===== config.mk =====
export PLATFORM = sky130hd
export DESIGN_NAME = tsc_mc_control
export DESIGN_NICKNAME = d
export VERILOG_FILES = /design/src/rtl/tsc_mc_control.sv
export SDC_FILE = /design/constraint.sdc
export NUM_CORES = 1
export LEC_CHECK = 0
export CAP_MARGIN = 10
export CORE_ASPECT_RATIO = 1.1
export CORE_MARGIN = 1.5
export CORE_UTILIZATION = 30
export DETAILED_ROUTE_END_ITERATION = 12
export PLACE_DENSITY = 0.61
export SYNTH_ARGS = -nofsm -noshare
export SYNTH_HDL_FRONTEND = slang
export SYNTH_SLANG_ARGS = --single-unit
export TNS_END_PERCENT = 50

===== constraint.sdc =====
create_clock -name clk_i -period 1.8 [get_ports clk_i]
set_input_delay 0.36 -clock clk_i [delete_from_list [all_inputs] [get_ports clk_i]]
set_output_delay 0.36 -clock clk_i [all_outputs]
set_load 0.02 [all_outputs]

===== src/rtl/tsc_mc_control.sv =====
// tsc_mc_control: multi-cycle IF/ID/EX/MEM/WB control FSM for the 16-bit TSC CPU.
// Drives every datapath select/enable, counts retired instructions and flags WWD/HLT.
module tsc_mc_control #(
  parameter int WORD_SIZE = 16,
  parameter int CNT_W     = 16
) (
  input  logic                     clk_i,
  input  logic                     rst_ni,
  input  logic [WORD_SIZE/4-1:0]   opcode_i,
  input  logic [5:0]               func_code_i,
  input  logic [1:0]               alu_compare_i,
  input  logic                     input_ready_i,
  input  logic                     ack_output_i,
  output logic [3:0]               alu_op_o,
  output logic                     reg_dst_o,
  output logic                     reg_write_o,
  output logic [1:0]               reg_write_src_o,
  output logic [1:0]               alu_src_a_o,
  output logic [1:0]               alu_src_b_o,
  output logic                     read_m_o,
  output logic                     write_m_o,
  output logic                     i_or_d_o,
  output logic                     ir_write_o,
  output logic                     mdr_write_o,
  output logic                     alu_out_write_o,
  output logic                     pc_write_o,
  output logic [1:0]               pc_src_o,
  output logic                     wwd_valid_o,
  output logic                     is_halted_o,
  output logic [CNT_W-1:0]         num_inst_o
);

  localparam int OPC_W = WORD_SIZE / 4;

  localparam logic [OPC_W-1:0] OP_BNE = OPC_W'(4'd0);
  localparam logic [OPC_W-1:0] OP_BEQ = OPC_W'(4'd1);
  localparam logic [OPC_W-1:0] OP_BGZ = OPC_W'(4'd2);
  localparam logic [OPC_W-1:0] OP_BLZ = OPC_W'(4'd3);
  localparam logic [OPC_W-1:0] OP_ADI = OPC_W'(4'd4);
  localparam logic [OPC_W-1:0] OP_ORI = OPC_W'(4'd5);
  localparam logic [OPC_W-1:0] OP_LHI = OPC_W'(4'd6);
  localparam logic [OPC_W-1:0] OP_LWD = OPC_W'(4'd7);
  localparam logic [OPC_W-1:0] OP_SWD = OPC_W'(4'd8);
  localparam logic [OPC_W-1:0] OP_JMP = OPC_W'(4'd9);
  localparam logic [OPC_W-1:0] OP_JAL = OPC_W'(4'd10);
  localparam logic [OPC_W-1:0] OP_RTY = OPC_W'(4'd15);

  localparam logic [5:0] FN_JPR = 6'd25;
  localparam logic [5:0] FN_JRL = 6'd26;
  localparam logic [5:0] FN_WWD = 6'd28;
  localparam logic [5:0] FN_HLT = 6'd29;

  localparam logic [3:0] ALU_ADD = 4'd0;
  localparam logic [3:0] ALU_SUB = 4'd1;
  localparam logic [3:0] ALU_ORR = 4'd3;
  localparam logic [3:0] ALU_LHI = 4'd8;

  typedef enum logic [2:0] {
    S_IF   = 3'd0,
    S_ID   = 3'd1,
    S_EX   = 3'd2,
    S_MEM  = 3'd3,
    S_WB   = 3'd4,
    S_HALT = 3'd5
  } state_e;

  state_e           state_q, state_d;
  logic [CNT_W-1:0] num_inst_q, num_inst_d;
  logic             is_halted_q;

  logic [3:0] alu_op_s, alu_fn_s, i_op_s;
  logic [1:0] reg_write_src_s, alu_src_a_s, alu_src_b_s, pc_src_s;
  logic       reg_dst_s, reg_write_s, read_m_s, write_m_s, i_or_d_s, ir_write_s;
  logic       mdr_write_s, alu_out_write_s, pc_write_s, wwd_valid_s, taken_s;

  logic is_r_s, is_r_alu_s, is_i_alu_s, is_mem_s, is_branch_s;

  assign is_r_s      = (opcode_i == OP_RTY);
  assign is_r_alu_s  = is_r_s && (func_code_i[5:3] == 3'd0);
  assign is_i_alu_s  = (opcode_i == OP_ADI) || (opcode_i == OP_ORI) || (opcode_i == OP_LHI);
  assign is_mem_s    = (opcode_i == OP_LWD) || (opcode_i == OP_SWD);
  assign is_branch_s = (opcode_i == OP_BNE) || (opcode_i == OP_BEQ) ||
                       (opcode_i == OP_BGZ) || (opcode_i == OP_BLZ);
  assign alu_fn_s    = is_r_s ? {1'b0, func_code_i[2:0]} : i_op_s;

  // I-type ALU function and branch-taken decode
  always_comb begin
    i_op_s  = ALU_ADD;
    taken_s = 1'b0;
    case (opcode_i)
      OP_ORI:  i_op_s = ALU_ORR;
      OP_LHI:  i_op_s = ALU_LHI;
      default: i_op_s = ALU_ADD;
    endcase
    case (opcode_i)
      OP_BNE:  taken_s = (alu_compare_i != 2'b00);
      OP_BEQ:  taken_s = (alu_compare_i == 2'b00);
      OP_BGZ:  taken_s = (alu_compare_i == 2'b01);
      OP_BLZ:  taken_s = (alu_compare_i == 2'b10);
      default: taken_s = 1'b0;
    endcase
  end

  // Next-state and control outputs
  always_comb begin
    state_d         = state_q;
    alu_op_s        = ALU_ADD;
    reg_dst_s       = 1'b0;
    reg_write_s     = 1'b0;
    reg_write_src_s = 2'd0;
    alu_src_a_s     = 2'd0;
    alu_src_b_s     = 2'd0;
    read_m_s        = 1'b0;
    write_m_s       = 1'b0;
    i_or_d_s        = 1'b0;
    ir_write_s      = 1'b0;
    mdr_write_s     = 1'b0;
    alu_out_write_s = 1'b0;
    pc_write_s      = 1'b0;
    pc_src_s        = 2'd0;
    wwd_valid_s     = 1'b0;
    case (state_q)
      S_IF: begin
        read_m_s = 1'b1;
        if (input_ready_i) begin
          ir_write_s = 1'b1;
          state_d    = S_ID;
        end else begin
          state_d = S_IF;
        end
      end
      S_ID: begin
        // PC+1+offset is precomputed into ALUOut for the branch in EX
        alu_src_a_s     = 2'd2;
        alu_src_b_s     = 2'd1;
        alu_out_write_s = 1'b1;
        if (is_r_alu_s || is_i_alu_s || is_mem_s || is_branch_s) begin
          state_d = S_EX;
        end else if (is_r_s && (func_code_i == FN_HLT)) begin
          state_d = S_HALT;
        end else begin
          state_d    = S_IF;
          pc_write_s = 1'b1;
          if ((opcode_i == OP_JMP) || (opcode_i == OP_JAL)) begin
            pc_src_s = 2'd2;
          end else if (is_r_s && ((func_code_i == FN_JPR) || (func_code_i == FN_JRL))) begin
            pc_src_s = 2'd3;
          end else begin
            pc_src_s = 2'd0;
          end
          if ((opcode_i == OP_JAL) || (is_r_s && (func_code_i == FN_JRL))) begin
            reg_write_s     = 1'b1;
            reg_write_src_s = 2'd2;
          end else begin
            reg_write_s = 1'b0;
          end
          wwd_valid_s = is_r_s && (func_code_i == FN_WWD);
        end
      end
      S_EX: begin
        if (is_branch_s) begin
          alu_op_s    = ALU_SUB;
          alu_src_b_s = ((opcode_i == OP_BNE) || (opcode_i == OP_BEQ)) ? 2'd0 : 2'd3;
          pc_write_s  = 1'b1;
          pc_src_s    = taken_s ? 2'd1 : 2'd0;
          state_d     = S_IF;
        end else if (is_mem_s) begin
          alu_src_b_s     = 2'd1;
          alu_out_write_s = 1'b1;
          state_d         = S_MEM;
        end else begin
          alu_op_s    = alu_fn_s;
          alu_src_b_s = is_r_s ? 2'd0 : 2'd1;
          state_d     = S_WB;
        end
      end
      S_MEM: begin
        i_or_d_s = 1'b1;
        if (opcode_i == OP_LWD) begin
          read_m_s = 1'b1;
          if (input_ready_i) begin
            mdr_write_s = 1'b1;
            state_d     = S_WB;
          end else begin
            state_d = S_MEM;
          end
        end else begin
          write_m_s = 1'b1;
          if (ack_output_i) begin
            pc_write_s = 1'b1;
            state_d    = S_IF;
          end else begin
            state_d = S_MEM;
          end
        end
      end
      S_WB: begin
        reg_write_s = 1'b1;
        pc_write_s  = 1'b1;
        state_d     = S_IF;
        if (opcode_i == OP_LWD) begin
          reg_write_src_s = 2'd1;
        end else begin
          alu_op_s    = alu_fn_s;
          alu_src_b_s = is_r_s ? 2'd0 : 2'd1;
          reg_dst_s   = is_r_s;
        end
      end
      S_HALT:  state_d = S_HALT;
      default: state_d = S_IF;
    endcase
  end

  // Retire count: every PC update plus the HLT itself
  always_comb begin
    if (pc_write_s || ((state_q == S_ID) && (state_d == S_HALT))) begin
      num_inst_d = num_inst_q + {{(CNT_W-1){1'b0}}, 1'b1};
    end else begin
      num_inst_d = num_inst_q;
    end
  end

  // State, counter and halt flag registers
  always_ff @(posedge clk_i or negedge rst_ni) begin
    if (!rst_ni) begin
      state_q     <= S_IF;
      num_inst_q  <= {CNT_W{1'b0}};
      is_halted_q <= 1'b0;
    end else begin
      state_q     <= state_d;
      num_inst_q  <= num_inst_d;
      is_halted_q <= (state_d == S_HALT);
    end
  end

  // Reset gating makes memory requests drop asynchronously
  assign alu_op_o        = {4{rst_ni}} & alu_op_s;
  assign reg_dst_o       = rst_ni & reg_dst_s;
  assign reg_write_o     = rst_ni & reg_write_s;
  assign reg_write_src_o = {2{rst_ni}} & reg_write_src_s;
  assign alu_src_a_o     = {2{rst_ni}} & alu_src_a_s;
  assign alu_src_b_o     = {2{rst_ni}} & alu_src_b_s;
  assign read_m_o        = rst_ni & read_m_s;
  assign write_m_o       = rst_ni & write_m_s;
  assign i_or_d_o        = rst_ni & i_or_d_s;
  assign ir_write_o      = rst_ni & ir_write_s;
  assign mdr_write_o     = rst_ni & mdr_write_s;
  assign alu_out_write_o = rst_ni & alu_out_write_s;
  assign pc_write_o      = rst_ni & pc_write_s;
  assign pc_src_o        = {2{rst_ni}} & pc_src_s;
  assign wwd_valid_o     = rst_ni & wwd_valid_s;
  assign is_halted_o     = is_halted_q;
  assign num_inst_o      = num_inst_q;

endmodule


==> impl_metrics.json <==
{
  "seq_area_um2": 502,
  "final.setup.worst_slack_ns": -0.343,
  "synthTopCellsByArea": "dfrtp_1 (30%), xor2_1 (7.8%), nand2_1 (4.2%), nand3_1 (3.3%), a21oi_1 (2.7%)",
  "antenna_found_initial": 0,
  "ctsHoldBuffers": 0,
  "hpwlAfterDp_um": 3670,
  "finalSetupTns_ns": -3.51,
  "maxClockFrequency_mhz": 467,
  "fin_crit_sh": 1.19,
  "routed_wl_um": 5170,
  "clkTransAtPathRegs_ns": 0.08,
  "status": "finished with violations",
  "syn_nets": 205,
  "p_per_area_nw_per_um2": 953,
  "nFillCells": 515,
  "nNetsFinal": 302,
  "arrival_ns": 1.78,
  "grt-ovfl-total": 0,
  "ys.flop_type": "dfrtp_1",
  "final_area_um2": 2910,
  "synth-seq-cells": 20,
  "crit_fanout": 5,
  "grt_pass1_wl_um": 8380,
  "crit_end": "reg_write_src_o[1]",
  "initial_core_util": 0.313,
  "multi_input_area_um2": 1270,
  "clock_sinks": 20,
  "final_max_slew_viol_count": 0,
  "cp-start-kind": "register",
  "synth_edf_count": 0,
  "violations": "negative setup slack",
  "die_h_um": 81.7,
  "fp.dieArea_um2": 6090,
  "leakagePower_nw": 1.34,
  "pre_cts_ws_ns": -1.04,
  "yosysTopAreaCellShare": 0.296,
  "grt_max_degree": 17,
  "worst_r2r_endpoint": "num_inst_o[1]",
  "r2r-start": "state_q[1]",
  "dr.first_iter.drc_count": 76,
  "wl_per_cell_um": 14.4,
  "syn_area_per_cell_um2": 8.99,
  "reg2regPathDepth": 7,
  "portBuffers": 53,
  "yosys.area.top_type": "dfrtp_1",
  "num_vias": 1816,
  "drt_first_pass_iters": 4,
  "cts_tree": "built",
  "timing.hold.ws_ns": 0.318,
  "clk_latency_ns": 0.26,
  "final_common_cell": "buf_4",
  "rows": 28,
  "gp_congestion": 0.851,
  "end_kind": "output port",
  "fin_util": 0.539,
  "hp-class": "primary input to async pin",
  "first_global_vias": 1813,
  "synth-async-reset-ratio": 1.00,
  "setup_viol": 19,
  "core_um2": 5400,
  "peakVddDrop_mv": 0.380,
  "rsz0062_at_grt": "yes",
  "ys_seq_area_frac": 0.296,
  "finalHoldViolCount": 0,
  "skew_ns": 0.00376,
  "cts_buffers": 3,
  "synth_cells": 188,
  "cts_buffer_depth": 2,
  "cp.required_ns": 1.44,
  "io_pins": 55,
  "drv_cap": 0,
  "crit_type": "register to output port",
  "avgViaCountPerCell": 5.06,
  "drive_gt1_frac": 0.465,
  "ys_types": 57,
  "num_antenna_cells": 0,
  "final_cell_mix": "buf_4 (46), buf_6 (24), clkdlybuf4s50_1 (21)",
  "placed_cell_area_um2": 2580,
  "drc": 0,
  "h-tree-depth": 1,
  "area_growth_pct": 71.9,
  "fp.dieW_um": 74.6,
  "syn_area_um2": 1690,
  "yosys_warnings": 0,
  "final_antenna_net_count": 0,
  "period_needed_ns": 2.14,
  "grt_usage": 0.174,
  "crit_start": "state_q[1]",
  "root_buffer": "clkbuf_8",
  "rrSetupSlack_ns": 0.02
}
flip-flops by register name, summed over array words and instances (netlist names):
signal / count
num_inst_o: 16
is_halted_o: 1
state_q: 3
routing by layer:
layer | share of wire | GRT usage
met1 | 0.43 | 0.230
met3 | 0.038 | 0.0209
met5 | 0 | 0
met2 | 0.51 | 0.287
met4 | 0.015 | 0.0691
final cells by class:
| type | count | area share |
|---|---|---|
| Sequential cell | 20 | 0.173 |
| Timing Repair Buffer | 106 | 0.334 |
| Tap cell | 75 | 0.0323 |
| Multi-Input combinational cell | 150 | 0.437 |
| Clock buffer | 4 | 0.0189 |
| Inverter | 4 | 0.00517 |
cell families after synthesis:
logic type                 synth area share
adders and majority gates           0.00740
other                               0.00222
muxes                                0.0126
buffers and inverters                0.0666
xor gates and xnor gates             0.0829
AOI/OAI and AO/OA                     0.199
and+or+nand+nor                       0.333
DFF                                   0.296
how the worst min path moves through the flow:
stage / to / from
final: num_inst_o[11] / rst_ni
after global routing: num_inst_o[11] / rst_ni
after CTS: num_inst_o[11] / rst_ni
after detailed placement: num_inst_o[15] / num_inst_o[15]
after global placement: num_inst_o[15] / num_inst_o[15]
after floorplan: is_halted_o / rst_ni
synthesized netlist by cell type, drive strengths merged (5+ instances only):
cell type	instances
a21oi	9
a311oi	8
a31oi	6
and3	5
buf	9
clkbuf	5
dfrtp	20
nand2	19
nand3	13
nor2	10
nor3	5
xor2	15
where the power goes:
part	total, W	switching [W]	internal [W]	leakage (nW)
registers	0.000666	0.000121	0.000545	0.262
clock network	0.000352	0.000157	0.000195	0.0288
logic	0.00175	0.000831	0.000922	1.05
critical path, stage by stage (launching register included):
cell,delay (ns)
dfrtp_1,0.41
buf_4,0.15
nor3b_4,0.26
o211ai_4,0.14
nor2b_4,0.20
and4b_1,0.22
buf_4,0.14
per-stage QoR:
stage               power [W]  instances
finish                0.00277        359
global placement      0.00206        344
detailed placement    0.00207        344
CTS                   0.00268        361
global route          0.00295        359
floorplan             0.00147        188
repair_timing:
action                     in CTS  in global routing
resized for setup             178                 27
setup endpoints to repair      41                 28
pin swaps                      19                  6
buffers inserted               15                  2
Power figures use the tool's default switching activity.
